--- src/rtl/prefix_sum_pkg.sv ---
// Shared types and helpers for the streaming mask prefix-sum block.
package prefix_sum_pkg;

  // Default geometry; instances override SIZE and CNT_W as needed.
  localparam int DEF_SIZE  = 64;
  localparam int DEF_CNT_W = 16;
  localparam int LVL       = $clog2(DEF_SIZE);

  typedef logic [DEF_CNT_W-1:0] count_t;

  // Saturating add result: clamped value plus a flag raised when clamping
  // occurred. Widths up to 31 bits are handled through a 32-bit carrier.
  typedef struct packed {
    logic        sat;
    logic [31:0] val;
  } sat_res_t;

  // Unsigned a+b clamped to 2^w-1.
  function automatic sat_res_t sat_add(input logic [31:0] a,
                                       input logic [31:0] b,
                                       input int unsigned w);
    logic [32:0] sum;
    logic [32:0] max_val;
    sat_res_t    res;
    sum     = {1'b0, a} + {1'b0, b};
    max_val = (33'd1 << w) - 33'd1;
    res.sat = (sum > max_val);
    res.val = res.sat ? max_val[31:0] : sum[31:0];
    return res;
  endfunction

endpackage

--- src/rtl/prefix_sum_tree.sv ---
// Combinational inclusive popcount scan of a mask: up-sweep builds the
// power-of-two partial sums, down-sweep distributes them to every position.
module prefix_sum_tree
  import prefix_sum_pkg::*;
#(
  parameter int SIZE = DEF_SIZE,
  localparam int TW  = $clog2(SIZE) + 1
) (
  input  logic [SIZE-1:0]         mask_i,
  output logic [SIZE-1:0][TW-1:0] l_o
);

  localparam int LV = $clog2(SIZE);

  logic [TW-1:0] node [SIZE];

  // Two-phase scan over the node array; l_o[j] = popcount(mask_i[j:0]).
  always_comb begin
    // NOTE: every element is assigned before any conditional update, so the
    // block is purely combinational and no latch can be inferred.
    for (int i = 0; i < SIZE; i++) begin
      node[i] = {{(TW-1){1'b0}}, mask_i[i]};
    end
    // Up-sweep: node[i] at the end of each 2^(d+1) block collects that block.
    for (int d = 0; d < LV; d++) begin
      for (int i = 0; i < SIZE; i++) begin
        if ((i & ((2 << d) - 1)) == ((2 << d) - 1)) begin
          node[i] = node[i] + node[(i >= (1 << d)) ? i - (1 << d) : 0];
        end
      end
    end
    // Down-sweep: fill the mid-block positions from the block to their left.
    for (int d = LV - 2; d >= 0; d--) begin
      for (int i = 0; i < SIZE; i++) begin
        if ((i >= (2 << d)) && ((i & ((2 << d) - 1)) == ((1 << d) - 1))) begin
          node[i] = node[i] + node[(i >= (1 << d)) ? i - (1 << d) : 0];
        end
      end
    end
    for (int i = 0; i < SIZE; i++) begin
      l_o[i] = node[i];
    end
  end

endmodule

--- src/rtl/prefix_sum_stream.sv ---
// Three-stage streaming prefix sum: S1 captures the beat, S2 captures the
// local scan from the tree, S3 adds the frame carry with saturation.
module prefix_sum_stream
  import prefix_sum_pkg::*;
#(
  parameter int SIZE  = DEF_SIZE,
  parameter int CNT_W = DEF_CNT_W
) (
  input  logic                       clk_i,
  input  logic                       rst_i,
  input  logic                       in_valid_i,
  output logic                       in_ready_o,
  input  logic [SIZE-1:0]            in_mask_i,
  input  logic                       in_first_i,
  input  logic                       in_excl_i,
  output logic                       out_valid_o,
  input  logic                       out_ready_i,
  output logic [SIZE-1:0][CNT_W-1:0] out_sum_o,
  output logic [CNT_W-1:0]           out_total_o,
  output logic                       out_first_o,
  output logic                       out_ovf_o
);

  localparam int TW = $clog2(SIZE) + 1;

  typedef logic [CNT_W-1:0] cnt_t;

  // Stage advance strobes.
  logic go1, go2, go3;

  // S1: raw beat.
  logic            v1_q, v1_d;
  logic [SIZE-1:0] mask1_q, mask1_d;
  logic            first1_q, first1_d;
  logic            excl1_q, excl1_d;

  // S2: local inclusive scan.
  logic [SIZE-1:0][TW-1:0] l_tree;
  logic                    v2_q, v2_d;
  logic [SIZE-1:0][TW-1:0] l2_q, l2_d;
  logic                    first2_q, first2_d;
  logic                    excl2_q, excl2_d;

  // S3: results. total_q doubles as the running carry, since the carry is
  // by definition the total of the most recently loaded beat.
  logic                v3_q, v3_d;
  cnt_t [SIZE-1:0]     sum_q, sum_d;
  cnt_t                total_q, total_d;
  logic                first3_q, first3_d;
  logic                ovf_q, ovf_d;

  // S3 working values.
  cnt_t           carry_in;
  cnt_t           src;
  logic [CNT_W:0] add_res;
  logic           sat_any;

  // {saturated, value} of a+b at CNT_W bits.
  function automatic logic [CNT_W:0] sat_cnt(input cnt_t a, input cnt_t b);
    sat_res_t r;
    r = sat_add(32'(a), 32'(b), CNT_W);
    return {r.sat, r.val[CNT_W-1:0]};
  endfunction

  prefix_sum_tree #(.SIZE(SIZE)) u_tree (
    .mask_i (mask1_q),
    .l_o    (l_tree)
  );

  // Handshake: a stage moves forward when the slot after it is empty or
  // is itself moving forward this cycle.
  always_comb begin
    go3        = v2_q & (~v3_q | out_ready_i);
    go2        = v1_q & (~v2_q | go3);
    in_ready_o = ~v1_q | ~v2_q | go3;
    go1        = in_valid_i & in_ready_o;
    v1_d       = go1 | (v1_q & ~go2);
    v2_d       = go2 | (v2_q & ~go3);
    v3_d       = go3 | (v3_q & ~out_ready_i);
  end

  // S1/S2 data capture; each stage holds while it is not loading.
  always_comb begin
    mask1_d  = go1 ? in_mask_i  : mask1_q;
    first1_d = go1 ? in_first_i : first1_q;
    excl1_d  = go1 ? in_excl_i  : excl1_q;
    l2_d     = go2 ? l_tree     : l2_q;
    first2_d = go2 ? first1_q   : first2_q;
    excl2_d  = go2 ? excl1_q    : excl2_q;
  end

  // S3: add the carry (zero on a frame start), saturate, update sticky ovf.
  always_comb begin
    sum_d    = sum_q;
    total_d  = total_q;
    first3_d = first3_q;
    ovf_d    = ovf_q;
    carry_in = first2_q ? '0 : total_q;
    sat_any  = 1'b0;
    src      = '0;
    add_res  = '0;
    if (go3) begin
      for (int j = 0; j < SIZE; j++) begin
        // Exclusive position j uses the inclusive count one bit to the right.
        if (excl2_q) begin
          src = (j == 0) ? '0 : cnt_t'(l2_q[(j > 0) ? j - 1 : 0]);
        end else begin
          src = cnt_t'(l2_q[j]);
        end
        add_res  = sat_cnt(carry_in, src);
        sum_d[j] = add_res[CNT_W-1:0];
        sat_any  = sat_any | add_res[CNT_W];
      end
      add_res  = sat_cnt(carry_in, cnt_t'(l2_q[SIZE-1]));
      total_d  = add_res[CNT_W-1:0];
      sat_any  = sat_any | add_res[CNT_W];
      first3_d = first2_q;
      ovf_d    = (first2_q ? 1'b0 : ovf_q) | sat_any;
    end
  end

  // Valid bits for all three stages.
  always_ff @(posedge clk_i) begin
    // NOTE: sequential state uses non-blocking assignments so every flop
    // samples the pre-edge values regardless of statement order.
    if (rst_i) begin
      v1_q <= 1'b0;
      v2_q <= 1'b0;
      v3_q <= 1'b0;
    end else begin
      v1_q <= v1_d;
      v2_q <= v2_d;
      v3_q <= v3_d;
    end
  end

  // S1/S2 payload registers.
  always_ff @(posedge clk_i) begin
    // NOTE: payload flops are not reset; their valid bits qualify them,
    // which keeps reset fan-out off the wide datapath.
    mask1_q  <= mask1_d;
    first1_q <= first1_d;
    excl1_q  <= excl1_d;
    l2_q     <= l2_d;
    first2_q <= first2_d;
    excl2_q  <= excl2_d;
  end

  // S3 result, carry and overflow registers; reset to a clean frame.
  always_ff @(posedge clk_i) begin
    if (rst_i) begin
      sum_q    <= '0;
      total_q  <= '0;
      first3_q <= 1'b0;
      ovf_q    <= 1'b0;
    end else begin
      sum_q    <= sum_d;
      total_q  <= total_d;
      first3_q <= first3_d;
      ovf_q    <= ovf_d;
    end
  end

  assign out_valid_o = v3_q;
  assign out_sum_o   = sum_q;
  assign out_total_o = total_q;
  assign out_first_o = first3_q;
  assign out_ovf_o   = ovf_q;

endmodule
--- config.mk ---
export PLATFORM = sky130hd
export DESIGN_NAME = prefix_sum_stream
export DESIGN_NICKNAME = d
export VERILOG_FILES = /design/src/rtl/prefix_sum_pkg.sv /design/src/rtl/prefix_sum_tree.sv /design/src/rtl/prefix_sum_stream.sv
export SDC_FILE = /design/constraint.sdc
export NUM_CORES = 2
export LEC_CHECK = 0
export ABC_AREA = 1
export BUFFER_PORTS_ARGS = -buffer_cell sky130_fd_sc_hd__buf_2
export CAP_MARGIN = 20
export CORE_MARGIN = 2
export CORE_UTILIZATION = 30
export CTS_CLUSTER_SIZE = 8
export DETAILED_ROUTE_END_ITERATION = 10
export HOLD_SLACK_MARGIN = 0.12
export PLACE_DENSITY = 0.48
export SLEW_MARGIN = 20
export SYNTH_ARGS = -nofsm -noshare
export SYNTH_HDL_FRONTEND = slang
export SYNTH_SLANG_ARGS = --single-unit
--- constraint.sdc ---
create_clock -name clk_i -period 13.35 [get_ports clk_i]
set_clock_uncertainty 0.1 [all_clocks]
set_input_delay 0.6675 -clock clk_i [delete_from_list [all_inputs] [get_ports clk_i]]
set_output_delay 0.6675 -clock clk_i [all_outputs]
set_load 0.01 [all_outputs]
### Word-level counts from Yosys, hierarchy flattened

Index checks and enable logic that the tools add are counted.

| operators by class | value |
|---|---|
| mux-type cells | 195 |
| bitwise gates (word level) | 84 |
| add/subtract/negate cells | 185 |
| order comparisons | 65 |

Operator list:

| operator | number |
|---|---|
| two-way mux 16 bit | 130 |
| greater-than comparator 17 x 16 -> 1 bit (second input constant) | 65 |
| adder 16 x 16 -> 17 bit | 64 |
| two-way mux 7 bit | 63 |
| adder 7 bit | 57 |
| adder 1 x 7 -> 7 bit | 31 |
| bitwise OR 1 bit | 72 |
| adder 1 x 1 -> 2 bit | 32 |
| adder 16 x 7 -> 17 bit | 1 |
| bitwise AND 1 bit | 6 |
| NOT 1 bit | 6 |
| two-way mux 1 bit | 2 |

| storage, ports and cells | value |
|---|---|
| output and inout port bits | 1044 |
| register bits after elaboration | 1555 |
| word-level logic and storage cells | 668 |
| input bits | 70 |

### Longest topological paths before layout

| logic depth | value |
|---|---|
| depth after elaboration | 71 |
| gate-level depth with buffers | 44 |
| depth with buffers taken out | 44 |

### By module

Synthesis repeated with hierarchy kept, for this count alone.

| second synthesis, totals | value |
|---|---|
| cell total of the unflattened synthesis | 12054 |
| area total of the unflattened synthesis | 93050.5 µm² |

By module, submodules not included:

| module | area an instance (µm²) | cells each | instances | seq. area each (µm²) |
|---|---|---|---|---|
| prefix_sum_stream | 83047.1 | 10631 | 1 | 36414.9 |
| prefix_sum_tree | 10003.3 | 1423 | 1 | 0.0 |

### Worst setup path before layout

Ideal clock, no wire load.

| timing | value |
|---|---|
| kind | flip-flop to flip-flop |
| from | reg mask1_q[1] |
| to | reg l2_q[440] (netlist name), data pin |
| data arrival time | 9.250 ns |
| path buffers | 0 |
| setup time | 0.252 ns |
| path slack | 3.748 ns |
| clock period less this slack | 9.602 ns |
| stages on the path, launching flop included | 42 |
| data required time | 12.998 ns |
| cell sequence | edfxtp_1 ha_1 ha_1 fa_1 inv_1 fa_1 inv_1 ha_1 inv_1 fa_1 inv_1 fa_1 ha_1 fa_1 inv_1 fa_1 inv_1 ha_1 [... 6 more ...] ha_1 nand2_1 inv_1 nor2_1 ha_1 nand2_1 inv_1 nor2_1 inv_1 or2_2 nand2_1 nand2_1 nor3_1 nand2_1 inv_1 nand2_1 nand2_1 nand2_1 |

RTL lines:

| what | line | source |
|---|---|---|
| start: declaration | prefix_sum_stream.sv:33 | `logic [SIZE-1:0] mask1_q, mask1_d;` |
| start signal: assignment | prefix_sum_stream.sv:141 | `mask1_q <= mask1_d;` |
| end signal: assignment | prefix_sum_stream.sv:144 | `l2_q <= l2_d;` |
| end: declaration | prefix_sum_stream.sv:40 | `logic [SIZE-1:0][TW-1:0] l2_q, l2_d;` |

==> reports/results.tsv <==
stage	metric	value	unit
run_status	outcome	finished, final reports clean	
cts	Worst-path clk slew	0.06	ns
die	# rows	199	
synth	area leader, netlist	dfxtp_1	
power	Peak supply drop	0.554	mV
worst_setup_path	Top cell by count, worst path	fa_1	
synth	main flop type after synthesis	dfxtp_1	
cts	Sink Count	1521	
placement	Cell Area, Placed	98300	um^2
route	Max Used Layer	met5	
worst_setup_path	crit path kind	reg2reg	
die	Die Ht	548	um
cts	worst-skew pair later-pin latency	0.90	ns
sta	final max-slew violation count	0	
route	routed wl met3	41.9	mm
synth	Synth top area share	23.6	%
worst_setup_path	slowest stage delay, CP	0.97	ns
synth	Async SR Flop Fraction	0	%
synth	top area cells in the synthesized netlist	dfxtp_1, edfxtp_1, nand2_1	
route	met1 wire length	204	mm
worst_setup_path	CP startpoint kind	flop	
synth	Ys Warns	0	
worst_setup_path	Required @ worst endpoint	13.86	ns
synth	Synth Area in Simple Gates	16.1	%
layout	Final nets	12900	
route	met2 WL	191	mm
route	Via Count	86000	
route	first drt pass iteration count	8	
die	core area	294000	um^2
cts	# resized after CTS	0	
layout	Core Util, Final	35.7	%
layout	Filler Cell Count	31500	
cts	H-tree depth	4	
layout	cell area after layout	105000	um^2
sta	Least-Margin Pin Slew	1.22	ns
cts	Max Root-Sink Buffers	4	
min_path	HP Class	in2reg	
cts	CTS tree	built	
layout	layout cell share with drive strength beyond 1	14.5	%
cts	CTS buffer count	219	
cts	clk root buf	clkbuf_16	
synth	main combinational cell family by area after synthesis	compound AO/OA/AOI/OAI gates	
route	Wirelength per Cell	28.6	um
route	initial drt markers	9299	
placement	DP HPWL	351	mm
sta	final worst-path cycle share	81.6	%
die	I/O pins	1114	
grt	global-route wire length before repair	632	mm
synth	number of synthesized flops with an enable pin	476	
synth	Commonest cells post-synth	nand2_1, o21ai_0, inv_1	
layout	area grow syn2layout	18.5	%
worst_setup_path	crit-path max FO	10	
power	P per Cell Area	352	nW/um^2
worst_setup_path	Worst Path Arrival	11.41	ns
grt	vias in the first global route	79700	
synth	Gate Count Post-Synth	11300	
die	die area	300000	um^2
synth	post-synthesis mux area share	0	%
synth	post-synthesis sequential area ratio	39.7	%
route	remaining antenna violation count after routing	0	
synth	Yosys cell types	64	
sta	Hold Slack	0.234	ns
sta	RSZ-0062 raised after global routing	no	
synth	Synth Area in Compound Gates	18.6	%
sta	setup TNS	0	ns
layout	Multi-input gate area	46500	um^2
layout	register area	35200	um^2
sta	final hold vios	0	
worst_setup_path	critical path capture point type	flop	
synth	count leader, synth	nand2_1	
placement	Port Buffers	1113	
synth	synthesized area	88800	um^2
grt	largest net degree at the start of global routing	177	
die	Initial Utilization	30.2	%
sta	min Tclk post-route	10.90	ns
placement	gp weighted congestion	0.951	
synth	Synth Area in XOR/XNOR	7.70	%
grt	GRT Residual Overflow	0	
worst_setup_path	critical path's slowest cell	fa_1	
route	via/cell ratio	5.29	
synth	register bit count reported by yosys	1521	
sta	final setup vio count	0	
route	final WL	464	mm
run	Max Cap Viol	0	
sta	Fmax	91.8	MHz
synth	synthesized area per cell	7.88	um^2
synth	post-synthesis adder-cell area fraction	9.62	%
grt	antenna violations before repair	47	
power	leak pwr	48.2	nW
sta	relative slew slack	18.5	%
grt	GRT Total Usage	29.6	%
route	drt drc	0	
die	Die W	548	um
==> final timing paths <==
kind,start,end,slack [ns],cells after the start
setup reg to reg,mask1_q[2]$_DFFE_PP_,l2_q[440]$_DFFE_PP_,2.45,31
hold / removal,in_valid_i,v1_q$_SDFF_PP0_,0.23,3
hold reg to reg,first1_q$_DFFE_PP_,first2_q$_DFFE_PP_,0.34,0
setup / recovery,mask1_q[2]$_DFFE_PP_,l2_q[440]$_DFFE_PP_,2.45,31
==> per-layer routing <==
layer  global-route usage (%)  vias up
li1                         -    39700
met4                     15.0       30
met5                        0        -
met3                     6.65      787
met1                     40.7    41600
met2                     43.1     3816
==> per-stage QoR <==
| step | worst slack [ns] | power [mW] | cells |
|---|---|---|---|
| 6_report | 2.45 | 37.1 | 16300 |
| 3_5_place_dp | 2.49 | 31.8 | 15900 |
| 5_1_grt | 1.82 | 40.4 | 16200 |
| 4_1_cts | 2.39 | 37.3 | 16200 |
| 3_3_place_gp | 2.50 | 31.5 | 15900 |
| 2_1_floorplan | 3.75 | 25.7 | 11300 |
==> area by class of cell <==
| class | instances | share of cell area (%) |
|---|---|---|
| Antenna cell | 17 | 0.0404 |
| Clock buffer | 306 | 5.69 |
| Clock inverter | 16 | 0.194 |
| Inverter | 1263 | 4.58 |
| Multi-Input combinational cell | 7873 | 44.2 |
| Sequential cell | 1521 | 33.5 |
| Tap cell | 3919 | 4.66 |
| Timing Repair Buffer | 1345 | 7.20 |
==> flip-flops by register name, summed over array words and instances (netlist names), 16 cells and up <==
name and count:
mask1_q 64, out_total_o 16, out_sum_o 1024, l2_q 408
==> critical path: cells and delay by family (launching register included) <==
family	cells	cell delay (ns)
adder cells (fa/ha/maj)	16	8.44
buffers and inverters	10	1.07
AND/OR/NAND/NOR	5	0.52
flip-flops	1	0.45
==> cells by family (layout without fill, tap and decap cells) <==
kind of cell,count (synthesis),count (layout)
simple gates,3494,3494
other cells,1,22
fa+ha+maj,639,639
flops,1521,1521
buf+inv,1872,2930
xor+xnor,756,756
compound gates,2979,2979
==> cell usage in the layout, fill, tap and decap left out, types with 222 or more instances in the layout <==
master	count
a21oi_1	982
buf_2	1113
edfxtp_1	476
xor2_1	583
ha_1	566
nand2_1	2169
inv_1	1221
nand3_1	559
clkbuf_16	222
o21ai_0	1313
dfxtp_1	1045
nor2_1	547
==> where the power goes <==
| part | internal (mW) | total (mW) | switching, mW |
|---|---|---|---|
| Combinational | 7.85 | 22.9 | 15.1 |
| Sequential | 8.22 | 8.83 | 0.609 |
| Clock | 3.06 | 5.32 | 2.26 |
==> repair_timing <==
action,CTS,global route
endpoints found under the setup margin,0,0
setup buffers,0,0
hold buffers,68,0
hold endpoints to repair,73,0
(Power assumes the default switching activity.)
